**src/rtl/vreg_drain_pkg.sv**
```systemverilog
// Shared vector geometry and drain FSM encoding for vreg_drain.
// VW is LENGTH*INT8; BUS_W must divide VW evenly.
package vreg_drain_pkg;

    localparam int LENGTH = 16;
    localparam int INT8   = 8;
    localparam int VW     = LENGTH * INT8;
    localparam int BUS_W  = 32;
    localparam int ADDR_W = 32;

    typedef enum logic [1:0] {
        IDLE  = 2'd0,
        FETCH = 2'd1,
        SEND  = 2'd2,
        DONE  = 2'd3
    } state_t;

endpackage

```
**src/rtl/vreg_beat_serializer.sv**
```systemverilog
// VW-bit shift buffer emitting BUS_W-bit beats, least-significant lane first.
// Load has priority over shift; last_beat flags the final beat of the loaded word.
module vreg_beat_serializer #(
    parameter int VW    = 128,
    parameter int BUS_W = 32
) (
    input  logic             clk,
    input  logic             reset_n,
    input  logic             load,
    input  logic [VW-1:0]    load_data,
    input  logic             shift,
    output logic [BUS_W-1:0] beat,
    output logic             last_beat
);

    localparam int BEATS = VW / BUS_W;
    localparam int CW    = (BEATS > 1) ? $clog2(BEATS) : 1;
    localparam logic [CW-1:0] LAST_CNT = CW'(BEATS - 1);

    logic [VW-1:0] buffer;
    logic [CW-1:0] beat_cnt;

    always_ff @(posedge clk or negedge reset_n) begin
        if (!reset_n) begin
            buffer   <= '0;
            beat_cnt <= '0;
        end else if (load) begin
            buffer   <= load_data;
            beat_cnt <= '0;
        end else if (shift) begin
            buffer   <= buffer >> BUS_W;
            beat_cnt <= beat_cnt + CW'(1);
        end
    end

    assign beat      = buffer[BUS_W-1:0];
    assign last_beat = (beat_cnt == LAST_CNT);

endmodule

```
**src/rtl/vreg_drain.sv**
```systemverilog
// Drains a contiguous run of vector registers to memory as BUS_W-bit valid/ready beats.
// One FETCH bubble per register; beat outputs hold while mem_valid && !mem_ready.
module vreg_drain #(
    parameter int LENGTH = vreg_drain_pkg::LENGTH,
    parameter int INT8   = vreg_drain_pkg::INT8,
    parameter int BUS_W  = vreg_drain_pkg::BUS_W,
    parameter int ADDR_W = vreg_drain_pkg::ADDR_W
) (
    input  logic                     clk,
    input  logic                     reset_n,
    input  logic                     start,
    input  logic [4:0]               base_reg,
    input  logic [5:0]               reg_count,
    input  logic [ADDR_W-1:0]        mem_base,
    output logic [4:0]               rf_addr,
    input  logic [LENGTH*INT8-1:0]   rf_data,
    output logic                     mem_valid,
    input  logic                     mem_ready,
    output logic [ADDR_W-1:0]        mem_addr,
    output logic [BUS_W-1:0]         mem_wdata,
    output logic                     mem_last,
    output logic                     busy,
    output logic                     done
);
    import vreg_drain_pkg::*;

    localparam int VWL   = LENGTH * INT8;
    localparam int BYTES = BUS_W / 8;

    state_t            state, state_nxt;
    logic [4:0]        reg_idx;
    logic [5:0]        remaining;
    logic [ADDR_W-1:0] addr_q;
    logic              busy_q;
    logic              last_beat;
    logic              handshake;
    logic              final_reg;

    assign handshake = (state == SEND) && mem_ready;
    assign final_reg = (remaining == 6'd1);

    vreg_beat_serializer #(
        .VW    (VWL),
        .BUS_W (BUS_W)
    ) u_ser (
        .clk       (clk),
        .reset_n   (reset_n),
        .load      (state == FETCH),
        .load_data (rf_data),
        .shift     (handshake),
        .beat      (mem_wdata),
        .last_beat (last_beat)
    );

    always_comb begin
        state_nxt = state;
        case (state)
            IDLE: begin
                if (start) state_nxt = (reg_count == 6'd0) ? DONE : FETCH;
            end
            FETCH: state_nxt = SEND;
            SEND: begin
                if (handshake && last_beat) state_nxt = final_reg ? DONE : FETCH;
            end
            DONE:    state_nxt = IDLE;
            default: state_nxt = IDLE;
        endcase
    end

    // reg_idx only moves on edges that enter FETCH, so rf_addr holds elsewhere.
    always_ff @(posedge clk or negedge reset_n) begin
        if (!reset_n) begin
            state     <= IDLE;
            reg_idx   <= '0;
            remaining <= '0;
            addr_q    <= '0;
            busy_q    <= 1'b0;
        end else begin
            state <= state_nxt;
            case (state)
                IDLE: begin
                    if (start && reg_count != 6'd0) begin
                        reg_idx   <= base_reg;
                        remaining <= reg_count;
                        addr_q    <= mem_base;
                        busy_q    <= 1'b1;
                    end
                end
                SEND: begin
                    if (handshake) begin
                        addr_q <= addr_q + ADDR_W'(BYTES);
                        if (last_beat && !final_reg) begin
                            reg_idx   <= reg_idx + 5'd1;
                            remaining <= remaining - 6'd1;
                        end
                    end
                end
                DONE:    busy_q <= 1'b0;
                default: ;
            endcase
        end
    end

    assign rf_addr   = reg_idx;
    assign mem_valid = (state == SEND);
    assign mem_addr  = addr_q;
    assign mem_last  = (state == SEND) && final_reg && last_beat;
    assign busy      = busy_q;
    assign done      = (state == DONE);

endmodule
```
**config.mk**
```make
export PLATFORM = sky130hd
export DESIGN_NAME = vreg_drain
export DESIGN_NICKNAME = d
export VERILOG_FILES = /design/src/rtl/vreg_drain_pkg.sv /design/src/rtl/vreg_beat_serializer.sv /design/src/rtl/vreg_drain.sv
export SDC_FILE = /design/constraint.sdc
export NUM_CORES = 1
export LEC_CHECK = 0
export BUFFER_PORTS_ARGS = -buffer_cell sky130_fd_sc_hd__buf_4
export CORE_UTILIZATION = 50
export CTS_CLUSTER_DIAMETER = 60
export DETAILED_ROUTE_END_ITERATION = 8
export GPL_ROUTABILITY_DRIVEN = 0
export PLACE_DENSITY = 0.75
export SLEW_MARGIN = 20
export SYNTH_ARGS = -nofsm -noshare
export SYNTH_HDL_FRONTEND = slang
export SYNTH_SLANG_ARGS = --single-unit
```
**constraint.sdc**
```tcl
create_clock -name clk -period 2.1 [get_ports clk]
set_input_delay 0.315 -clock clk [delete_from_list [all_inputs] [get_ports clk]]
set_output_delay 0.315 -clock clk [all_outputs]
set_load 0.05 [all_outputs]
```
; Word level (Yosys, flattened, before mapping)
; Cells that the tools add are included.
[word_totals]
input_bits = 175
output_inout_bits = 73
ff_bits = 176
[op_classes]
n_addsub = 4
n_eq_ne = 10
reduce_logical = 17
muxes = 22
[ops]
columns = operator, count
row1 = $mux W128, 2
row2 = $mux W32, 2
row3 = $pmux W32 S2, 1
row4 = $add A32 B3 Y32 const B, 1
row5 = $mux W6, 3
row6 = $mux W5, 3
row7 = $mux W2, 6
row8 = $pmux W6 S2, 1
row9 = $pmux W5 S2, 1
row10 = $pmux W2 S4, 1
row11 = $eq A2 B2 Y1 const B, 3
row12 = $eq A6 B1 Y1 const B, 1
row13 = $logic_and A1 B1 Y1, 6
row14 = $logic_not A6 Y1, 1
row15 = $ne A2 B1 Y1 const B, 3
row16 = $reduce_bool A2 Y1, 3
row17 = $reduce_bool A6 Y1, 1
row18 = $sub A6 B1 Y6 const B, 1
row19 = $add A5 B1 Y5 const B, 1
row20 = $ne A2 B2 Y1 const B, 2
row21 = $reduce_and A2 Y1, 2
row22 = $reduce_and A4 Y1, 1
row23 = $reduce_and A3 Y1, 1
row24 = $add A2 B1 Y2 const B, 1
row25 = other kinds (5), 5

; Depth between registers and ports, before layout
; Gate-level depths: netlist of run 1.
[logic_depth]
ltp_word = 6
ltp_mapped = 8

; By module
; From an unflattened synthesis of run 1, not the netlist that was laid out.
[unflattened]
cells_unflattened = 949
hier_area_um2 = 9028.7
[modules_own_cells]
columns = module, seq_area_each_um2, instances, area_per_inst_um2, cells_per_inst
row1 = vreg_beat_serializer, 3253.1, 1, 6112.1, 595
row2 = vreg_drain, 1151.1, 1, 2916.5, 354

; Worst setup path after synthesis of run 1
; Ideal clock, no wire load.
[synth_timing]
kind = reg-to-output
from = register state[0]
to = output port mem_last
t_arrival_ns = 2.195
path_stages_with_launch = 8
path_slack_ns = -0.410
path_cell_list = dfrtp_1 buf_2 nand2b_1 inv_1 clkbuf_1 buf_2 nand2_1 nor2_1
[synth_via]
elab_chain_len = 3
[synth_rtl]
columns = element, line
row1 = start: declaration, vreg_drain.sv:30  ; state_t state, state_nxt;
row2 = start signal: assignment, vreg_drain.sv:79  ; state <= state_nxt;
row3 = $eq A2 B2 Y1, --
row4 = named net mem_valid, vreg_drain.sv:17  ; output logic mem_valid,
row5 = $logic_and A1 B1 Y1 (2 in a row), vreg_drain.sv:107  ; assign mem_last = (state == SEND) && final_reg && last_beat;
row6 = end: declaration, vreg_drain.sv:21  ; output logic mem_last,
; The timed path passes the listed nets, and every way through them passes these cells.

; Worst setup path after layout of run 1
[layout_timing]
from = register state[0]
to = output port mem_last
[layout_via]
elab_chain_len = 3
[layout_rtl]
columns = element, line
row1 = $eq A2 B2 Y1, vreg_drain.sv:107
row2 = $logic_and A1 B1 Y1 (2 in a row), vreg_drain.sv:107
; No other way between the ends.

==> insert_results.sql, run 1 <==
INSERT INTO impl_metrics (metric_group, metric, value, unit) VALUES
('sta', 'final.period_utilization', '0.960', ''),
('detailed_routing', 'dr.pass1.iters', '5', ''),
('yosys', 'dominantRegCellSynth', 'sky130_fd_sc_hd__dfrtp_1', ''),
('global_route', 'maximum_number_of_pins_on_one_net_before_global_route_repair', '96', ''),
('layout', 'layout-drive-gt1-share', '0.278', ''),
('detailed_routing', 'drt.antenna.violating_nets', '0', ''),
('global_route', 'antenna_found_initial', '0', ''),
('yosys', 'synth-warning-count', '0', ''),
('yosys', 'synthArstFlopShare', '1.00', ''),
('global_route', 'groute.usage.overall', '0.253', ''),
('die', 'std_cell_rows', '48', ''),
('worst_hold_path', 'holdCritPathClass', 'primary input to flop', ''),
('power', 'power_per_cell_area', '1570', 'nW/µm²'),
('layout', 'multiInputGateArea', '4030', 'µm²'),
('die', 'die_width', '136', 'µm'),
('global_route', 'grt_pass1_vias', '7547', ''),
('setup_path', 'worstSetupEndpointType', 'output pin', ''),
('cts', 'ctsLongestPathBuffers', '2', ''),
('sta', 'report.final.setup_viol', '0', ''),
('setup_path', 'startpoint_type', 'flop', ''),
('power', 'p_leak', '5.76', 'nW'),
('yosys', 'post_synth_inst_count', '969', ''),
('die', 'design.die.area', '18500', 'µm²'),
('layout', 'fillerInstances', '1444', ''),
('detailed_routing', 'wl_per_cell', '16.1', 'µm'),
('yosys', 'ys_seq_area_frac', '0.491', ''),
('global_route', 'grt_first_pass_wirelength', '36800', 'µm'),
('die', 'initial_utilization', '0.515', ''),
('cts', 'clk_transition_reported_paths', '70', 'ps'),
('yosys', 'synth_seq_cells', '176', ''),
('cts', 'ctsRootBufferMaster', 'sky130_fd_sc_hd__clkbuf_16', ''),
('layout', 'flow.area_growth_from_synthesis', '30.2', '%'),
('yosys', 'post_synth_main_area_contributors', 'sky130_fd_sc_hd__dfrtp_1 (49%), sky130_fd_sc_hd__mux2i_1 (11%), sky130_fd_sc_hd__nand2_1 (8.6%)', ''),
('place', 'buffer_ports.inserted', '247', ''),
('detailed_routing', 'via_count', '7856', ''),
('cts', 'insertion_delay_to_the_later_sink_of_the_worst_skew_pair', '420', 'ps'),
('flow_run', 'cap_viol_max_count', '0', ''),
('sta', 'final-hold-violation-count', '0', ''),
('yosys', 'synthDominantCellAreaShare', '0.491', ''),
('sta', 'drv_slew', '0', ''),
('cts', 'cts-buffers-inserted', '17', ''),
('sta', 'finalCriticalPeriod', '2020', 'ps'),
('setup_path', 'r2r.worst_path.cells', '8', ''),
('cts', 'htreeDepth', '4', ''),
('setup_path', 'crit_path_max_fanout', '9', ''),
('power', 'peakVddDrop', '1.16', 'mV'),
('layout', 'antenna_cells_inserted', '0', ''),
('sta', 'setup-tns-final', '0', 'ps'),
('yosys', 'netlist_top_cells_count', 'sky130_fd_sc_hd__nand2_1 (206), sky130_fd_sc_hd__dfrtp_1 (176), sky130_fd_sc_hd__o21ai_0 (152)', ''),
('setup_path', 'critPathKind', 'flop to output pin', ''),
('detailed_routing', 'postRouteWirelength', '22800', 'µm'),
('yosys', 'synth-edff-count', '0', ''),
('yosys', 'synth_most_common_cell', 'sky130_fd_sc_hd__nand2_1', ''),
('setup_path', 'cp.arrival', '1700', 'ps'),
('yosys', 'postSynthAreaPerCell', '9.25', 'µm²'),
('yosys', 'syn_nets', '1149', ''),
('place', 'place_hpwl', '16300', 'µm'),
('yosys', 'synth_top_area_cell', 'sky130_fd_sc_hd__dfrtp_1', ''),
('yosys', 'netlist_area', '8970', 'µm²'),
('sta', 'fmax', '496', 'MHz'),
('die', 'coreArea', '17400', 'µm²'),
('detailed_routing', 'detail_route.vias_per_cell', '5.54', ''),
('yosys', 'yosys.cell_types.count', '53', ''),
('sta', 'finalHoldWorstSlack', '88.9', 'ps'),
('layout', 'final_net_count', '1361', ''),
('cts', 'tritoncts', 'built', ''),
('sta', 'tightest_slew', '540', 'ps'),
('die', 'io_pins', '248', ''),
('worst_hold_path', 'hold-path-cell-count', '3', ''),
('detailed_routing', 'dr.first_iter.drc_count', '485', ''),
('sta', 'timing.clock.skew', '11.0', 'ps'),
('sta', 'slew-limit-headroom', '0.639', ''),
('detailed_routing', 'drc', '0', ''),
('global_route', 'global_route.overflow_total', '0', ''),
('sta', 'rsz0062_at_grt', 'false', ''),
('setup_path', 'required_arrival_time_at_the_worst_endpoint', '1780', 'ps'),
('cts', 'cts.sinks', '176', ''),
('die', 'die_height', '136', 'µm'),
('layout', 'sequential_cell_area', '4410', 'µm²'),
('status', 'outcome', 'finished clean', '');
metal layers:
layer | part of all wire | global-route usage | up-vias
met5 | 0 | 0 | -
met4 | 0.026 | 0.100 | 0
met3 | 0.055 | 0.0455 | 51
met2 | 0.48 | 0.399 | 250
met1 | 0.44 | 0.345 | 3739
li1 | - | - | 3816
cells in the final DEF (no fill, tap or decap), types with 3 or more instances in the layout:
cell type,count
sky130_fd_sc_hd__a21oi_1,42
sky130_fd_sc_hd__nand2b_1,8
sky130_fd_sc_hd__nand2_1,205
sky130_fd_sc_hd__and3_1,11
sky130_fd_sc_hd__o31ai_1,3
sky130_fd_sc_hd__nand4_1,10
sky130_fd_sc_hd__clkbuf_16,17
sky130_fd_sc_hd__nor4_1,4
sky130_fd_sc_hd__a22oi_1,10
sky130_fd_sc_hd__buf_4,277
sky130_fd_sc_hd__dfrtp_1,174
sky130_fd_sc_hd__o21a_1,3
sky130_fd_sc_hd__a31oi_1,8
sky130_fd_sc_hd__mux2i_1,101
sky130_fd_sc_hd__inv_6,6
sky130_fd_sc_hd__ha_1,5
sky130_fd_sc_hd__o21ai_0,152
sky130_fd_sc_hd__inv_1,6
sky130_fd_sc_hd__nor2_1,26
sky130_fd_sc_hd__nand3_1,30
sky130_fd_sc_hd__nor3_1,6
sky130_fd_sc_hd__or3_1,5
sky130_fd_sc_hd__buf_12,10
sky130_fd_sc_hd__a2bb2oi_1,8
sky130_fd_sc_hd__o22ai_1,8
sky130_fd_sc_hd__bufinv_16,3
critical path: stages (launching register included):
cell                       delay [ps]
sky130_fd_sc_hd__dfrtp_2          430
sky130_fd_sc_hd__nand2b_1         180
sky130_fd_sc_hd__inv_2            100
sky130_fd_sc_hd__buf_4            180
sky130_fd_sc_hd__nand2_1          100
sky130_fd_sc_hd__nor2_4            80
sky130_fd_sc_hd__buf_4            200
flip-flops by register name (all words and copies together) (netlist names):
register        cells
rf_addr             5
u_ser.beat_cnt      2
remaining           6
state               2
u_ser.buffer      128
busy                1
mem_addr           32
cell families (layout without fill, tap and decap cells):
family,after synthesis,after routing,share of synthesized area
AND/OR/NAND/NOR,324,324,0.163
buffers and inverters,104,328,0.0615
AO/OA/AOI/OAI,259,259,0.165
multiplexers,101,101,0.113
adder cells (fa/ha/maj),5,5,0.00698
flip-flops,176,176,0.491
cell type report:
type / count / share of cell area
flip-flops and latches: 176 / 0.377
multi-input cells: 689 / 0.346
repair buffers: 290 / 0.198
clock buffers: 18 / 0.0376
well taps: 225 / 0.0241
clock inverters: 13 / 0.0150
inverters: 7 / 0.00225
what timing repair did:
| action | CTS | global route |
|---|---|---|
| hold buffers | 1 | 0 |
| pin swaps | 0 | 1 |
| endpoints found under the setup margin | 2 | 3 |
| endpoints found under the hold margin | 47 | 0 |
| buffers inserted | 0 | 6 |
| gates resized for setup | 3 | 1 |
final timing paths:
kind,startpoint,to,slack [ps]
max in group asynchronous,reset_n,u_ser.buffer[58]$_DFFE_PN0P_,1020
hold / removal,rf_data[85],u_ser.buffer[85]$_DFFE_PN0P_,90
setup reg to reg,mem_addr[3]$_DFFE_PN0P_,mem_addr[20]$_DFFE_PN0P_,150
hold reg to reg,mem_addr[1]$_DFFE_PN0P_,mem_addr[1]$_DFFE_PN0P_,490
min in group asynchronous,reset_n,mem_addr[9]$_DFFE_PN0P_,420
setup / recovery,state[0]$_DFFE_PN0P_,mem_last,80
stage by stage:
stage	setup slack, ps	util	area (µm²)	std cells	total power, W
after CTS	17.3	0.668	11600	1412	0.0184
after detailed placement	190	0.632	11000	1380	0.0150
after global placement	247	0.632	11000	1380	0.0147
after global routing	4.00	0.670	11700	1418	0.0195
after floorplan	20.5	-	8980	969	0.0125
final	83.9	0.670	11700	1418	0.0183
power breakdown:
| part | switching [W] | internal, W | total, W | leakage [nW] |
|---|---|---|---|---|
| Sequential | 0.00124 | 0.00494 | 0.00617 | 2.18 |
| Combinational | 0.00560 | 0.00323 | 0.00883 | 3.29 |
| Clock | 0.00138 | 0.00193 | 0.00331 | 0.295 |
(Power assumes the default switching activity.)
==> run 2: changes to the inputs <==
Settings changed: SYNTH_HIERARCHICAL from default to 1.
==> run 2 against run 1 <==
Compared with the run above: non-clock buffer count fell by 4; clock skew rose by 0.64 ps; area after synthesis rose by 0.68%; critical endpoint unchanged; largest power group unchanged.
==> insert_results.sql, run 2 <==
INSERT INTO impl_metrics (metric_group, metric, value, unit) VALUES
('power', 'p_leak', '5.12', 'nW'),
('status', 'outcome', 'finished clean', ''),
('global_route', 'grt_pass1_vias', '7381', ''),
('yosys', 'synthMuxAreaShare', '0.113', ''),
('global_route', 'grt_first_pass_wirelength', '35800', 'µm'),
('setup_path', 'critPathKind', 'flop to output pin', ''),
('sta', 'final-hold-violation-count', '0', ''),
('sta', 'tightest_slew', '535', 'ps'),
('setup_path', 'required_arrival_time_at_the_worst_endpoint', '1780', 'ps'),
('global_route', 'grt_util_met3', '0.0660', ''),
('setup_path', 'crit_path_max_fanout', '8', ''),
('flow_run', 'cap_viol_max_count', '0', ''),
('yosys', 'synth_xor_xnor_area_share', '0.000970', ''),
('worst_hold_path', 'holdCritPathClass', 'primary input to flop', ''),
('yosys', 'combinational_family_with_the_most_area_after_synthesis', 'simple AND/OR/NAND/NOR gates', ''),
('cts', 'insertion_delay_to_the_later_sink_of_the_worst_skew_pair', '430', 'ps'),
('global_route', 'groute.usage.overall', '0.245', ''),
('die', 'std_cell_rows', '48', ''),
('yosys', 'synth-compound-area-share', '0.156', ''),
('layout', 'layout-drive-gt1-share', '0.287', ''),
('die', 'design.die.area', '18600', 'µm²'),
('die', 'coreArea', '17500', 'µm²'),
('setup_path', 'cpPeakStageDelay', '460', 'ps'),
('detailed_routing', 'via_count', '7508', ''),
('layout', 'layout.cells.most_common_list', 'sky130_fd_sc_hd__buf_4 (271), sky130_fd_sc_hd__nand2_1 (179), sky130_fd_sc_hd__dfrtp_1 (175)', ''),
('sta', 'slew-limit-headroom', '0.643', ''),
('yosys', 'synth-edff-count', '0', ''),
('yosys', 'netlist_area', '9030', 'µm²'),
('die', 'die_height', '136', 'µm'),
('setup_path', 'path_delay_family', 'simple AND/OR/NAND/NOR gates', ''),
('power', 'peakVddDrop', '0.933', 'mV'),
('sta', 'timing.clock.skew', '11.6', 'ps'),
('setup_path', 'worstPathCellList', 'or3_4 > nor3_4 > buf_4', ''),
('setup_path', 'crit_buf_inv', '1', ''),
('yosys', 'synth_most_common_cell', 'sky130_fd_sc_hd__nand2_1', ''),
('cts', 'tritoncts', 'built', ''),
('global_route', 'global_route.overflow_total', '0', ''),
('sta', 'drv_slew', '0', ''),
('yosys', 'yosys.cell_types.count', '58', ''),
('layout', 'flow.area_growth_from_synthesis', '28.6', '%'),
('yosys', 'synthArstFlopShare', '1.00', ''),
('sta', 'rsz0062_at_grt', 'true', ''),
('sta', 'finalCriticalPeriod', '2040', 'ps'),
('setup_path', 'cp.arrival', '1720', 'ps'),
('die', 'io_pins', '248', ''),
('place', 'place_hpwl', '15800', 'µm'),
('yosys', 'dominantRegCellSynth', 'sky130_fd_sc_hd__dfrtp_1', ''),
('sta', 'final.period_utilization', '0.970', ''),
('yosys', 'netlist_top_cells_count', 'sky130_fd_sc_hd__nand2_1 (179), sky130_fd_sc_hd__dfrtp_1 (176), sky130_fd_sc_hd__mux2i_1 (101)', ''),
('yosys', 'synth_fa_ha_area_frac', '0.00693', ''),
('yosys', 'post_synth_and_or_nand_nor_area_fraction', '0.160', ''),
('power', 'power_per_cell_area', '1590', 'nW/µm²'),
('sta', 'finalHoldWorstSlack', '86.0', 'ps'),
('yosys', 'synth_top_area_cell', 'sky130_fd_sc_hd__dfrtp_1', ''),
('detailed_routing', 'wl_per_cell', '15.7', 'µm'),
('global_route', 'global_route.usage.met1', '0.322', ''),
('yosys', 'post_synth_main_area_contributors', 'sky130_fd_sc_hd__dfrtp_1 (49%), sky130_fd_sc_hd__mux2i_1 (11%), sky130_fd_sc_hd__nand2_1 (7.4%)', ''),
('layout', 'register_bank_with_the_most_flops', 'u_ser/buffer', ''),
('detailed_routing', 'detail_route.vias_per_cell', '5.39', ''),
('yosys', 'synthDominantCellAreaShare', '0.488', ''),
('place', 'buffer_ports.inserted', '247', ''),
('layout', 'antenna_cells_inserted', '0', ''),
('layout', 'final-instance-count-excl-fill', '1394', ''),
('cts', 'htreeDepth', '4', ''),
('cts', 'ctsRootBufferMaster', 'sky130_fd_sc_hd__clkbuf_16', ''),
('detailed_routing', 'drc', '0', ''),
('sta', 'fmax', '491', 'MHz'),
('layout', 'final_area', '11600', 'µm²'),
('yosys', 'postSynthAreaPerCell', '9.51', 'µm²'),
('die', 'die_width', '136', 'µm'),
('place', 'placedCellCount', '1357', ''),
('yosys', 'synth-warning-count', '6', ''),
('cts', 'cts-buffers-inserted', '17', ''),
('layout', 'layout_commonest_cell', 'sky130_fd_sc_hd__buf_4', ''),
('detailed_routing', 'dr.first_iter.drc_count', '509', ''),
('place', 'post_dp_cell_area', '10900', 'µm²'),
('cts', 'clk_transition_reported_paths', '70', 'ps'),
('sta', 'report.final.setup_viol', '0', ''),
('cts', 'ctsLongestPathBuffers', '2', ''),
('global_route', 'grt_busiest_layer', 'met2', ''),
('yosys', 'syn_nets', '1129', ''),
('layout', 'final_net_count', '1336', ''),
('yosys', 'synth_seq_cells', '176', ''),
('global_route', 'globalRouteMet2Util', '0.380', ''),
('detailed_routing', 'drt.antenna.violating_nets', '0', ''),
('global_route', 'antenna_found_initial', '0', ''),
('yosys', 'ys_seq_area_frac', '0.488', ''),
('power', 'power', '0.0185', 'W'),
('cts', 'cts.sinks', '176', ''),
('die', 'initial_utilization', '0.517', ''),
('setup_path', 'cp_slowest_cell', 'sky130_fd_sc_hd__or3_4', ''),
('global_route', 'maximum_number_of_pins_on_one_net_before_global_route_repair', '59', ''),
('setup_path', 'startpoint_type', 'flop', ''),
('detailed_routing', 'postRouteWirelength', '21900', 'µm'),
('detailed_routing', 'dr.pass1.iters', '5', ''),
('yosys', 'post_synth_inst_count', '949', ''),
('setup_path', 'worstSetupEndpointType', 'output pin', ''),
('layout', 'largest_reg_flops', '128', '');
-- run 2: cell type report --
cell class	instances	area [µm²]
fill	1469	5860
sequential	176	4410
multi-input combinational	667	3980
timing repair buffer	286	2310
clock buffer	18	439
tap	225	282
clock inverter	14	163
inverter	8	35.0
-- run 2: worst paths after layout --
check / start / end / slack [ps] / depth (start not counted)
min in group asynchronous: reset_n / rf_addr[0]$_DFFE_PN0P_ / 340 / 2
setup reg to reg: mem_addr[2]$_DFFE_PN0P_ / mem_addr[24]$_DFFE_PN0P_ / 110 / 6
hold reg to reg: mem_addr[0]$_DFFE_PN0P_ / mem_addr[0]$_DFFE_PN0P_ / 480 / 2
setup / recovery: remaining[2]$_DFFE_PN0P_ / mem_last / 60 / 3
max in group asynchronous: reset_n / u_ser/buffer[30]$_DFFE_PN0P_ / 1110 / 3
hold / removal: rf_data[122] / u_ser/buffer[122]$_DFFE_PN0P_ / 90 / 3
-- run 2: logic make-up after synthesis --
kind of cell / count (synthesis)
AOI/OAI and AO/OA: 245
xor gates and xnor gates: 1
adders and majority gates: 5
buffers and inverters: 106
DFF: 176
muxes: 102
and+or+nand+nor: 314
-- run 2: what timing repair did --
action | in CTS | in global routing
hold endpoints to repair | 29 | 0
setup buffers | 0 | 4
pin swaps | 0 | 1
gates resized for setup | 2 | 4
hold buffers | 1 | 0
setup endpoints to repair | 2 | 16
-- run 2: metal layers --
layer / up-vias / wire length (µm)
met5: - / 0
met4: 0 / 644
met3: 48 / 1500
met1: 3484 / 9600
met2: 255 / 10100
li1: 3721 / -
-- run 2: tightest hold or removal path, delay by kind of cell --
family / cells / cell delay (ps)
AO/OA/AOI/OAI: 1 / 50
buffers and inverters: 1 / 70
AND/OR/NAND/NOR: 1 / 40
-- run 2: power breakdown --
part / total [W] / internal (W) / leakage [nW] / switching, W
clock network: 0.00319 / 0.00173 / 0.294 / 0.00146
registers: 0.00611 / 0.00495 / 2.16 / 0.00116
logic: 0.00915 / 0.00342 / 2.66 / 0.00574
total: 0.0185 / 0.0101 / 5.12 / 0.00836
-- run 2: stage by stage --
step / worst slack (ps) / util / setup TNS (ps)
after detailed placement: 47.7 / 0.626 / 0
after global routing: -28.4 / 0.664 / -28.4
after CTS: 24.8 / 0.662 / 0
after floorplan: 3.30 / - / 0
after global placement: 142 / 0.626 / 0
final: 63.8 / 0.664 / 0
